`config.mk`:
```
export PLATFORM = sky130hd
export DESIGN_NAME = bo_poly_flat
export DESIGN_NICKNAME = d
export VERILOG_FILES = /design/src/rtl/bo_poly_pkg.sv /design/src/rtl/bo_poly_if.sv /design/src/rtl/bo_shift_add_mul.sv /design/src/rtl/bo_poly.sv /design/src/flat_wrapper.sv
export SDC_FILE = /design/constraint.sdc
export NUM_CORES = 1
export LEC_CHECK = 0
export CAP_MARGIN = 0
export CORE_ASPECT_RATIO = 0.5
export CORE_MARGIN = 3
export CORE_UTILIZATION = 55
export CTS_CLUSTER_DIAMETER = 200
export DETAILED_ROUTE_END_ITERATION = 6
export HOLD_SLACK_MARGIN = 0.02
export PLACE_DENSITY = 0.78
export SETUP_SLACK_MARGIN = 0.4
export SLEW_MARGIN = 10
export SYNTH_ARGS = -nofsm -noshare
export SYNTH_HDL_FRONTEND = slang
export SYNTH_HIERARCHICAL = 1
export SYNTH_SLANG_ARGS = --single-unit
```
`constraint.sdc`:
```
create_clock -name clk -period 6.3 [get_ports clk]
set_input_delay 1.26 -clock clk [delete_from_list [all_inputs] [get_ports clk]]
set_output_delay 1.26 -clock clk [all_outputs]
set_load 0.01 [all_outputs]
```
`src/rtl/bo_poly_pkg.sv`:
```
// bo_poly_pkg: shared state encoding, default widths and width helper for bo_poly.
package bo_poly_pkg;
  localparam int WIDTH_DEF = 16;
  localparam int XW_DEF = 8;
  localparam int N_COEF_DEF = 3;
  typedef enum logic [1:0] {IDLE, MUL, ADD, DONE} state_e;
  function automatic int clog2(input int v);
    int r;
    r = 1;
    for (int i = 1; i < 31; i++) r = ((1 << i) < v) ? i + 1 : r;
    return r;
  endfunction
endpackage

```
`src/rtl/bo_poly_if.sv`:
```
// bo_poly_if: start/ready/done handshake, operands and result of bo_poly.
interface bo_poly_if
  import bo_poly_pkg::*;
#(
  parameter int WIDTH = WIDTH_DEF,
  parameter int XW = XW_DEF,
  parameter int N_COEF = N_COEF_DEF
);
  logic start;
  logic ready;
  logic [XW-1:0] X;
  logic [N_COEF*WIDTH-1:0] coef;
  logic [WIDTH-1:0] Resultado;
  logic Overflow;
  logic done;
  modport master(output start, X, coef, input ready, Resultado, Overflow, done);
  modport slave(input start, X, coef, output ready, Resultado, Overflow, done);
endinterface

```
`src/rtl/bo_shift_add_mul.sv`:
```
// bo_shift_add_mul: XW-cycle LSB-first shift-add multiplier, truncated to WIDTH with sticky overflow.
module bo_shift_add_mul
  import bo_poly_pkg::*;
#(
  parameter int WIDTH = WIDTH_DEF,
  parameter int XW = XW_DEF
) (
  input  logic             clk,
  input  logic             rst,
  input  logic             start,
  input  logic [WIDTH-1:0] a,
  input  logic [XW-1:0]    x,
  output logic [WIDTH-1:0] prod,
  output logic             ovf,
  output logic             done
);
  localparam int CW = clog2(XW);
  logic [WIDTH-1:0] a_q, a_d, prod_q, prod_d;
  logic [XW-1:0] x_q, x_d;
  logic [CW-1:0] cnt_q, cnt_d;
  logic busy_q, busy_d, ovf_q, ovf_d;
  logic [WIDTH+XW-1:0] sum;
  assign done = busy_q && cnt_q == CW'(XW - 1);
  assign prod = prod_q;
  assign ovf = ovf_q;
  always_comb begin
    sum = (WIDTH+XW)'(prod_q) + (((WIDTH+XW)'(a_q)) << cnt_q);
    a_d = start ? a : a_q;
    x_d = start ? x : x_q;
    prod_d = start ? '0 : (busy_q && x_q[cnt_q]) ? sum[WIDTH-1:0] : prod_q;
    ovf_d = start ? 1'b0 : ovf_q | (busy_q && x_q[cnt_q] && |sum[WIDTH+XW-1:WIDTH]);
    cnt_d = start ? '0 : busy_q ? cnt_q + CW'(1) : cnt_q;
    busy_d = start | (busy_q & ~done);
  end
  always_ff @(posedge clk) begin
    if (rst) begin
      a_q <= '0;
      x_q <= '0;
      prod_q <= '0;
      ovf_q <= 1'b0;
      cnt_q <= '0;
      busy_q <= 1'b0;
    end else begin
      a_q <= a_d;
      x_q <= x_d;
      prod_q <= prod_d;
      ovf_q <= ovf_d;
      cnt_q <= cnt_d;
      busy_q <= busy_d;
    end
  end
endmodule

```
`src/rtl/bo_poly.sv`:
```
// bo_poly: Horner polynomial evaluator with internal FSM and shift-add multiplier.
// Define BO_POLY_SAT_EN to saturate Resultado to all-ones when an operation overflows.
module bo_poly
  import bo_poly_pkg::*;
#(
  parameter int WIDTH = WIDTH_DEF,
  parameter int XW = XW_DEF,
  parameter int N_COEF = N_COEF_DEF
) (
  input logic clk,
  input logic rst,
  bo_poly_if.slave bus
);
  localparam int IW = clog2(N_COEF);
  localparam int IDX0 = N_COEF > 1 ? N_COEF - 2 : 0;
  state_e state_q, state_d;
  logic [XW-1:0] x_q, x_d;
  logic [N_COEF*WIDTH-1:0] coef_q, coef_d;
  logic [IW-1:0] idx_q, idx_d;
  logic ovf_q, ovf_d, ovf_out_q, ovf_out_d, done_q, done_d;
  logic [WIDTH-1:0] res_q, res_d, top, fin, mul_a, mul_prod;
  logic [XW-1:0] mul_x;
  logic [WIDTH:0] sum;
  logic accept, ovf_n, mul_start, mul_ovf, mul_done;
  assign bus.ready = state_q == IDLE && !rst;
  assign bus.Resultado = res_q;
  assign bus.Overflow = ovf_out_q;
  assign bus.done = done_q;
  assign accept = bus.start & bus.ready;
  assign top = bus.coef[(N_COEF-1)*WIDTH +: WIDTH];
  assign sum = {1'b0, mul_prod} + {1'b0, coef_q[idx_q*WIDTH +: WIDTH]};
  assign ovf_n = ovf_q | mul_ovf | sum[WIDTH];
  // Next multiply operand comes straight from the inputs on accept, else from this ADD's sum.
  assign mul_a = state_q == IDLE ? top : sum[WIDTH-1:0];
  assign mul_x = state_q == IDLE ? bus.X : x_q;
`ifdef BO_POLY_SAT_EN
  assign fin = ovf_n ? '1 : sum[WIDTH-1:0];
`else
  assign fin = sum[WIDTH-1:0];
`endif
  bo_shift_add_mul #(.WIDTH(WIDTH), .XW(XW)) u_mul (
    .clk(clk), .rst(rst), .start(mul_start), .a(mul_a), .x(mul_x),
    .prod(mul_prod), .ovf(mul_ovf), .done(mul_done)
  );
  always_comb begin
    state_d = state_q;
    x_d = x_q;
    coef_d = coef_q;
    idx_d = idx_q;
    ovf_d = ovf_q;
    res_d = res_q;
    ovf_out_d = ovf_out_q;
    done_d = 1'b0;
    mul_start = 1'b0;
    case (state_q)
      IDLE: if (accept) begin
        x_d = bus.X;
        coef_d = bus.coef;
        idx_d = IW'(IDX0);
        ovf_d = 1'b0;
        mul_start = N_COEF > 1;
        state_d = N_COEF > 1 ? MUL : DONE;
        res_d = N_COEF > 1 ? res_q : top;
        ovf_out_d = N_COEF > 1 ? ovf_out_q : 1'b0;
        done_d = N_COEF == 1;
      end
      MUL: state_d = mul_done ? ADD : MUL;
      ADD: begin
        ovf_d = ovf_n;
        if (idx_q == '0) begin
          state_d = DONE;
          res_d = fin;
          ovf_out_d = ovf_n;
          done_d = 1'b1;
        end else begin
          idx_d = idx_q - IW'(1);
          mul_start = 1'b1;
          state_d = MUL;
        end
      end
      default: state_d = IDLE;
    endcase
  end
  always_ff @(posedge clk) begin
    if (rst) begin
      state_q <= IDLE;
      x_q <= '0;
      coef_q <= '0;
      idx_q <= '0;
      ovf_q <= 1'b0;
      res_q <= '0;
      ovf_out_q <= 1'b0;
      done_q <= 1'b0;
    end else begin
      state_q <= state_d;
      x_q <= x_d;
      coef_q <= coef_d;
      idx_q <= idx_d;
      ovf_q <= ovf_d;
      res_q <= res_d;
      ovf_out_q <= ovf_out_d;
      done_q <= done_d;
    end
  end
endmodule
```
`src/flat_wrapper.sv`:
```
// flat-port wrapper written by rule: the top's interface ports become plain ports
module bo_poly_flat import bo_poly_pkg::*;
#(
  parameter int WIDTH = WIDTH_DEF,
  parameter int XW = XW_DEF,
  parameter int N_COEF = N_COEF_DEF
)
  (clk, rst, bus_start, bus_X, bus_coef, bus_ready, bus_Resultado, bus_Overflow, bus_done);
  bo_poly_if #(.WIDTH(WIDTH), .XW(XW), .N_COEF(N_COEF)) bus_i ();
  input logic clk;
  input logic rst;
  input wire logic [$bits(bus_i.start)-1:0] bus_start;
  input wire logic [$bits(bus_i.X)-1:0] bus_X;
  input wire logic [$bits(bus_i.coef)-1:0] bus_coef;
  output wire logic [$bits(bus_i.ready)-1:0] bus_ready;
  output wire logic [$bits(bus_i.Resultado)-1:0] bus_Resultado;
  output wire logic [$bits(bus_i.Overflow)-1:0] bus_Overflow;
  output wire logic [$bits(bus_i.done)-1:0] bus_done;
  assign bus_i.start = bus_start;
  assign bus_i.X = bus_X;
  assign bus_i.coef = bus_coef;
  assign bus_ready = bus_i.ready;
  assign bus_Resultado = bus_i.Resultado;
  assign bus_Overflow = bus_i.Overflow;
  assign bus_done = bus_i.done;
  bo_poly #(.WIDTH(WIDTH), .XW(XW), .N_COEF(N_COEF)) u_core (.clk(clk), .rst(rst), .bus(bus_i));
endmodule
```
After elaboration in Yosys (flattened, before gate mapping)
Index checks and enable logic that the tools add are counted.

Register bits after elaboration: 124. Input bits: 59. Output and inout bits: 19. Logic and storage cells: 65.

Add/sub/neg operators: 4. Order comparisons: 1. Equal/unequal tests: 5. Shift operators: 2. Multiplexer cells: 16. Bitwise logic cells: 8. Reductions and logical operators: 15.

Operators with widths (number): 48-bit by 7-bit indexed part select with 16-bit output (1); 16-bit by 24-bit adder with 24-bit output (1); 16-bit by 3-bit left shift with 24-bit output (1); 16-bit by 16-bit adder with 17-bit output (1); 16-bit two-way mux (1); 2-bit two-way mux (4); 8-bit two-way mux (1); 8-bit OR reduction (1); 2-bit one-hot mux with 3 select lines (1); 2-bit AND reduction (3); 1-bit two-way mux (5); 1-bit logical AND (4); 2-bit logical NOT (2); 3-bit by 4-bit < comparator with 1-bit output (second input constant) (1); 1-bit OR (4); 1-bit one-hot mux with 2 select lines (2); 2-bit one-hot mux with 2 select lines (1); 2-bit OR reduction (2); 3-bit by 1-bit adder with 3-bit output (second input constant) (1); 1-bit binary-select mux with 3-bit select (1); 3-bit == test (second input constant) (1); 3-bit AND reduction (1); 1-bit AND (2); 2-bit by 1-bit == test with 1-bit output (second input constant) (1); other kinds (7) (8).

Logic depth before layout (Yosys ltp)
Word-level depth: 6. Gate-level depth with buffers: 17. Mapped depth without buffers: 14.

Cells and area by module
Netlist, hierarchy kept.

Modules (own cells, without submodules): bo_poly (instances 1, cells each 587, area an instance 4355.4 um^2, seq. area each 1581.5 um^2); bo_shift_add_mul (instances 1, cells each 390, area an instance 3304.4 um^2, seq. area each 900.9 um^2).

Worst setup path before layout
No wires, ideal clock.

Path type: register to register. Start point: register u_core.u_mul.cnt_q[0]. End point: register u_core.u_mul.ovf_q (netlist: u_core/u_mul/ovf). Setup time: 115 ps. Arrival: 3319 ps. Required time: 6185 ps. Setup slack: 2866 ps. Cell stages (with the launch flop): 16. Buffers on the path: 4. Period minus slack after synthesis: 3434 ps. Cell sequence: dfxtp_1 -> buf_6 -> buf_4 -> clkbuf_1 -> buf_1 -> nor4_1 -> ha_1 -> fa_1 -> a21oi_1 -> nor2_1 -> o21ai_2 -> a211oi_1 -> o311ai_0 -> nor4b_1 -> o211ai_2 -> o2bb2ai_2.

Longest elaborated chain between the ends: 5. Elaborated cells on any way between the ends: 8. Those cells by class: add/sub (1); shift (1); mux (2); bitwise (1); reduce/logical (3).

RTL lines: from (decl) (RTL line bo_shift_add_mul.sv:20) `logic [CW-1:0] cnt_q, cnt_d;`; from (signal assigned) (RTL line bo_shift_add_mul.sv:48) `cnt_q <= cnt_d;`; 16-bit by 3-bit left shift with 24-bit output or 1-bit binary-select mux with 3-bit select (tied branches) (RTL line bo_shift_add_mul.sv:27, bo_shift_add_mul.sv:31); 16-bit by 24-bit adder with 24-bit output or 1-bit two-way mux (tied branches) (RTL line bo_shift_add_mul.sv:27, bo_shift_add_mul.sv:31); 8-bit OR reduction or 1-bit logical AND (tied branches) (RTL line bo_shift_add_mul.sv:31) `ovf_d = start ? 1'b0 : ovf_q | (busy_q && x_q[cnt_q] && |sum[WIDTH+XW-1:WIDTH]);`; 1-bit logical AND (*) (RTL line bo_shift_add_mul.sv:31); 1-bit OR (*) (RTL line bo_shift_add_mul.sv:31); to (signal assigned) (RTL line bo_shift_add_mul.sv:47) `ovf_q <= ovf_d;`; to (decl) (RTL line bo_shift_add_mul.sv:21) `logic busy_q, busy_d, ovf_q, ovf_d;`.

Every way passes the cells marked *; elsewhere a longest branch is shown, timed or not. The select of a mux whose other input is x is not followed. A chain may end at the register's enable or synchronous reset.

Final worst setup path
Start point: register u_core.u_mul.cnt_q[1]. End point: register u_core.u_mul.ovf_q (netlist: u_core/u_mul/ovf).

The elaborated chain is that of the path after synthesis.

==> qor.csv <==
metric,value,unit
Reg-to-Reg Start,u_core/u_mul/cnt_q[1],
Crit Path Class,flip-flop to flip-flop,
clk slew on worst S/H paths,0.06,ns
Post-synth EDFFs,0,
cells after synthesis,977,
DR vias/cell,5.78,
area delta synth->final,18.1,%
Critical Path RT,6.61,ns
CP peak stage delay,0.61,ns
fin cells,1216,
root buf cell,clkbuf_16,
Worst Path Buf+Inv,1,
total CTS buffers,17,
Synth async-reset ratio,0,
mux cell area share after synthesis,0.108,
fillers,1099,
I/O pin cnt,78,
placed inst area,8430,sq um
Synth top cells by count,"179 x nand2_1, 124 x dfxtp_1, 95 x nor2_1",
clk_lat worst skew,0.42,ns
antenna diode count,0,
die area,15500,sq um
Adder-Cell Fraction of Synth Area,0.0624,
crit-path max FO,24,
Comb power frac,0.135,
Synth Cell Area,7660,sq um
Top delay family on crit path,compound AO/OA/AOI/OAI gates,
Die X,173,um
Internal Power,1.58,mW
gr usage total,0.270,
Final min period,3.90,ns
clk buf depth,2,
Yosys cell types,73,
Synth area leaders,"dfxtp_1 32%, nand2_1 8.8%, mux2i_1 7.3%, ha_1 5.7%, o21ai_0 5.1%",
post-synthesis compound-gate area fraction,0.193,
sw power,0.590,mW
status,"finished, final reports clean",
"critical path, cell by cell",buf_4 -> mux2_2 -> or2_2 -> o211ai_1 -> o31ai_1 -> ha_1 -> a21oi_1 -> nor2b_1 -> a211oi_1 -> o311ai_0 -> nor4b_1 -> o211ai_2 -> o2bb2ai_2,
initial DRC count,788,
Final Cycle Share,0.619,
PortBufs,77,
nets@finish,1113,
Synth Area per Inst,7.84,sq um
Die Ht,89.5,um
largest net degree at the start of global routing,89,
Worst Path Arrival,4.21,ns
"setup slack, reg-to-reg",2.40,ns
TNS Setup,0,ns
hold_buf cts,0,
H-tree levels,4,
Final Setup Violations,0,
Critical R2R Capture,u_core/u_mul/ovf,
antenna-violating nets left,0,
WHS Path Cells,2,
Post-Syn Nets,1073,
Placed Cells,1184,
grt ovf,0,
post-layout power,2.17,mW
quantity of gates resized following cts,0,
vias in the first global route,6495,
drt wl/cell,17.1,um
area of the core,13100,sq um
hold endpoint,u_core/bus.Resultado[5],
largest family of logic cells by synthesized area,simple AND/OR/NAND/NOR gates,
dominant synthesized flop cell,dfxtp_1,
RSZ-0062 raised after global routing,no,
Post-CTS Setup Bufs,0,
r2r worst-path depth,13,
Hold Path Origin,u_core/bus.Resultado[5],
drt pass-1 iters,5,
most common cell in the netlist,nand2_1,
LEAKAGE,3.57,nW
RD Place Congestion,0.931,
Post-Synth XOR/XNOR Area,0.0274,
min-delay worst type,flip-flop to flip-flop,
"Slew Viols, Final",0,
fraction of the mapped netlist area in simple logic gates,0.239,
DR DRC count,0,
post-synth top area cell,dfxtp_1,
Num Clock Sinks,124,
Slew headroom,0.359,
max_cap viols,0,
Slew @ Worst Pin,0.961,ns
Setup Skew,0.0173,ns
antenna violations before repair,0,
Clk network pwr share,0.473,
PD cells,240,nW/um^2
Cell Rows,29,
DP HPWL,15100,um
CP endpoint kind,flip-flop,
crit path max-delay cell type,dfxtp_1,
synthesis-stage register bit count,124,
top-area cell type share of the netlist area,0.324,
Sequential Power Share,0.392,
FMAX,256,MHz
YS warnings,6,
Worst VDD drop,0.187,mV
final hold vios,0,
Detailed Route WL,20800,um
register area share after synthesis,0.324,
WHS,0.452,ns
sw frac,0.272,
startpoint types,flip-flop,
vias,7027,
Initial Utilization,0.583,
CTS tree,yes,
layout cells sized above 1,0.0748,
final instance area,9040,sq um
first-pass GRT wire length,33300,um
==> power groups by stage <==
stage          Combinational, mW  Sequential [mW]  Clock (mW)
2_1_floorplan              0.198            0.855           0
5_1_grt                    0.320            0.856        1.07
3_3_place_gp               0.278            0.866           0
6_report                   0.293            0.851        1.03
4_1_cts                    0.287            0.851        1.04
3_5_place_dp               0.283            0.868           0
==> cell usage in the layout (no fill, tap or decap), types with 10 or more instances in the layout <==
| master | instances |
|---|---|
| nand2_1 | 179 |
| dfxtp_1 | 124 |
| nor2_1 | 94 |
| o21ai_0 | 78 |
| clkdlybuf4s50_1 | 76 |
| mux2i_1 | 56 |
| a21oi_1 | 56 |
| nand2b_1 | 47 |
| ha_1 | 35 |
| nand3_1 | 19 |
| clkbuf_16 | 17 |
| inv_1 | 15 |
| nor3_1 | 15 |
| o22ai_1 | 14 |
| xnor2_1 | 14 |
| a211oi_1 | 12 |
| a21o_1 | 11 |
| xor2_1 | 10 |
==> metrics by stage <==
step / setup WS (ns) / utilization
6_report: 2.40 / 0.689
5_1_grt: 2.19 / 0.689
4_1_cts: 2.42 / 0.689
3_5_place_dp: 2.46 / 0.642
3_3_place_gp: 2.59 / 0.642
2_1_floorplan: 2.87 / -
==> routing by layer <==
layer	wire length, um	up-vias	track usage
li1	-	3486	-
met1	9820	3224	0.383
met2	8760	288	0.420
met3	1970	29	0.0632
met4	244	0	0.0632
met5	0	-	0
==> kinds of logic (layout without fill, tap and decap cells) <==
kind of cell,Yosys count,after routing
compound gates,235,235
xor+xnor,24,24
fa+ha+maj,37,37
buf+inv,80,133
flops,124,124
mux,73,73
simple gates,404,404
==> state kept, by name (all words and copies together) (netlist names) <==
name	cells
u_core/bus.Overflow	1
u_core/bus.Resultado	16
u_core/bus.done	1
u_core/coef_q	48
u_core/idx_q	2
u_core/ovf_q	1
u_core/state_q	2
u_core/u_mul/a_q	16
u_core/u_mul/busy_q	1
u_core/u_mul/cnt_q	3
u_core/u_mul/ovf	1
u_core/u_mul/prod	16
u_core/u_mul/x_q	8
u_core/x_q	8
==> final cells by class <==
class	instances	area (sq um)	area share
clock buffers	18	429	0.0474
inverters	17	68.8	0.00761
multi-input cells	773	4830	0.534
well taps	186	233	0.0257
clock inverters	14	184	0.0203
repair buffers	84	818	0.0905
flip-flops and latches	124	2480	0.274
==> worst max-delay path by stage <==
stage,start,end,slack (ns),cells past startpoint
after floorplan,u_core/u_mul/cnt_q[0],u_core/u_mul/ovf,2.87,15
after global placement,u_core/u_mul/cnt_q[1],u_core/u_mul/ovf,2.59,13
after detailed placement,u_core/u_mul/cnt_q[1],u_core/u_mul/ovf,2.46,13
after CTS,u_core/u_mul/cnt_q[1],u_core/u_mul/ovf,2.42,13
after global routing,u_core/u_mul/cnt_q[1],u_core/u_mul/ovf,2.19,13
final,u_core/u_mul/cnt_q[1],u_core/u_mul/ovf,2.40,13
==> worst register-to-register path: cells and delay by family, from the launching register on <==
family / cells / cell delay (ns)
AO/OA/AOI/OAI: 7 / 1.23
adder cells (fa/ha/maj): 1 / 0.33
buffers and inverters: 1 / 0.36
flip-flops: 1 / 0.61
multiplexers: 1 / 0.40
AND/OR/NAND/NOR: 3 / 0.85
Note: power is estimated with default switching activity, not from simulation.
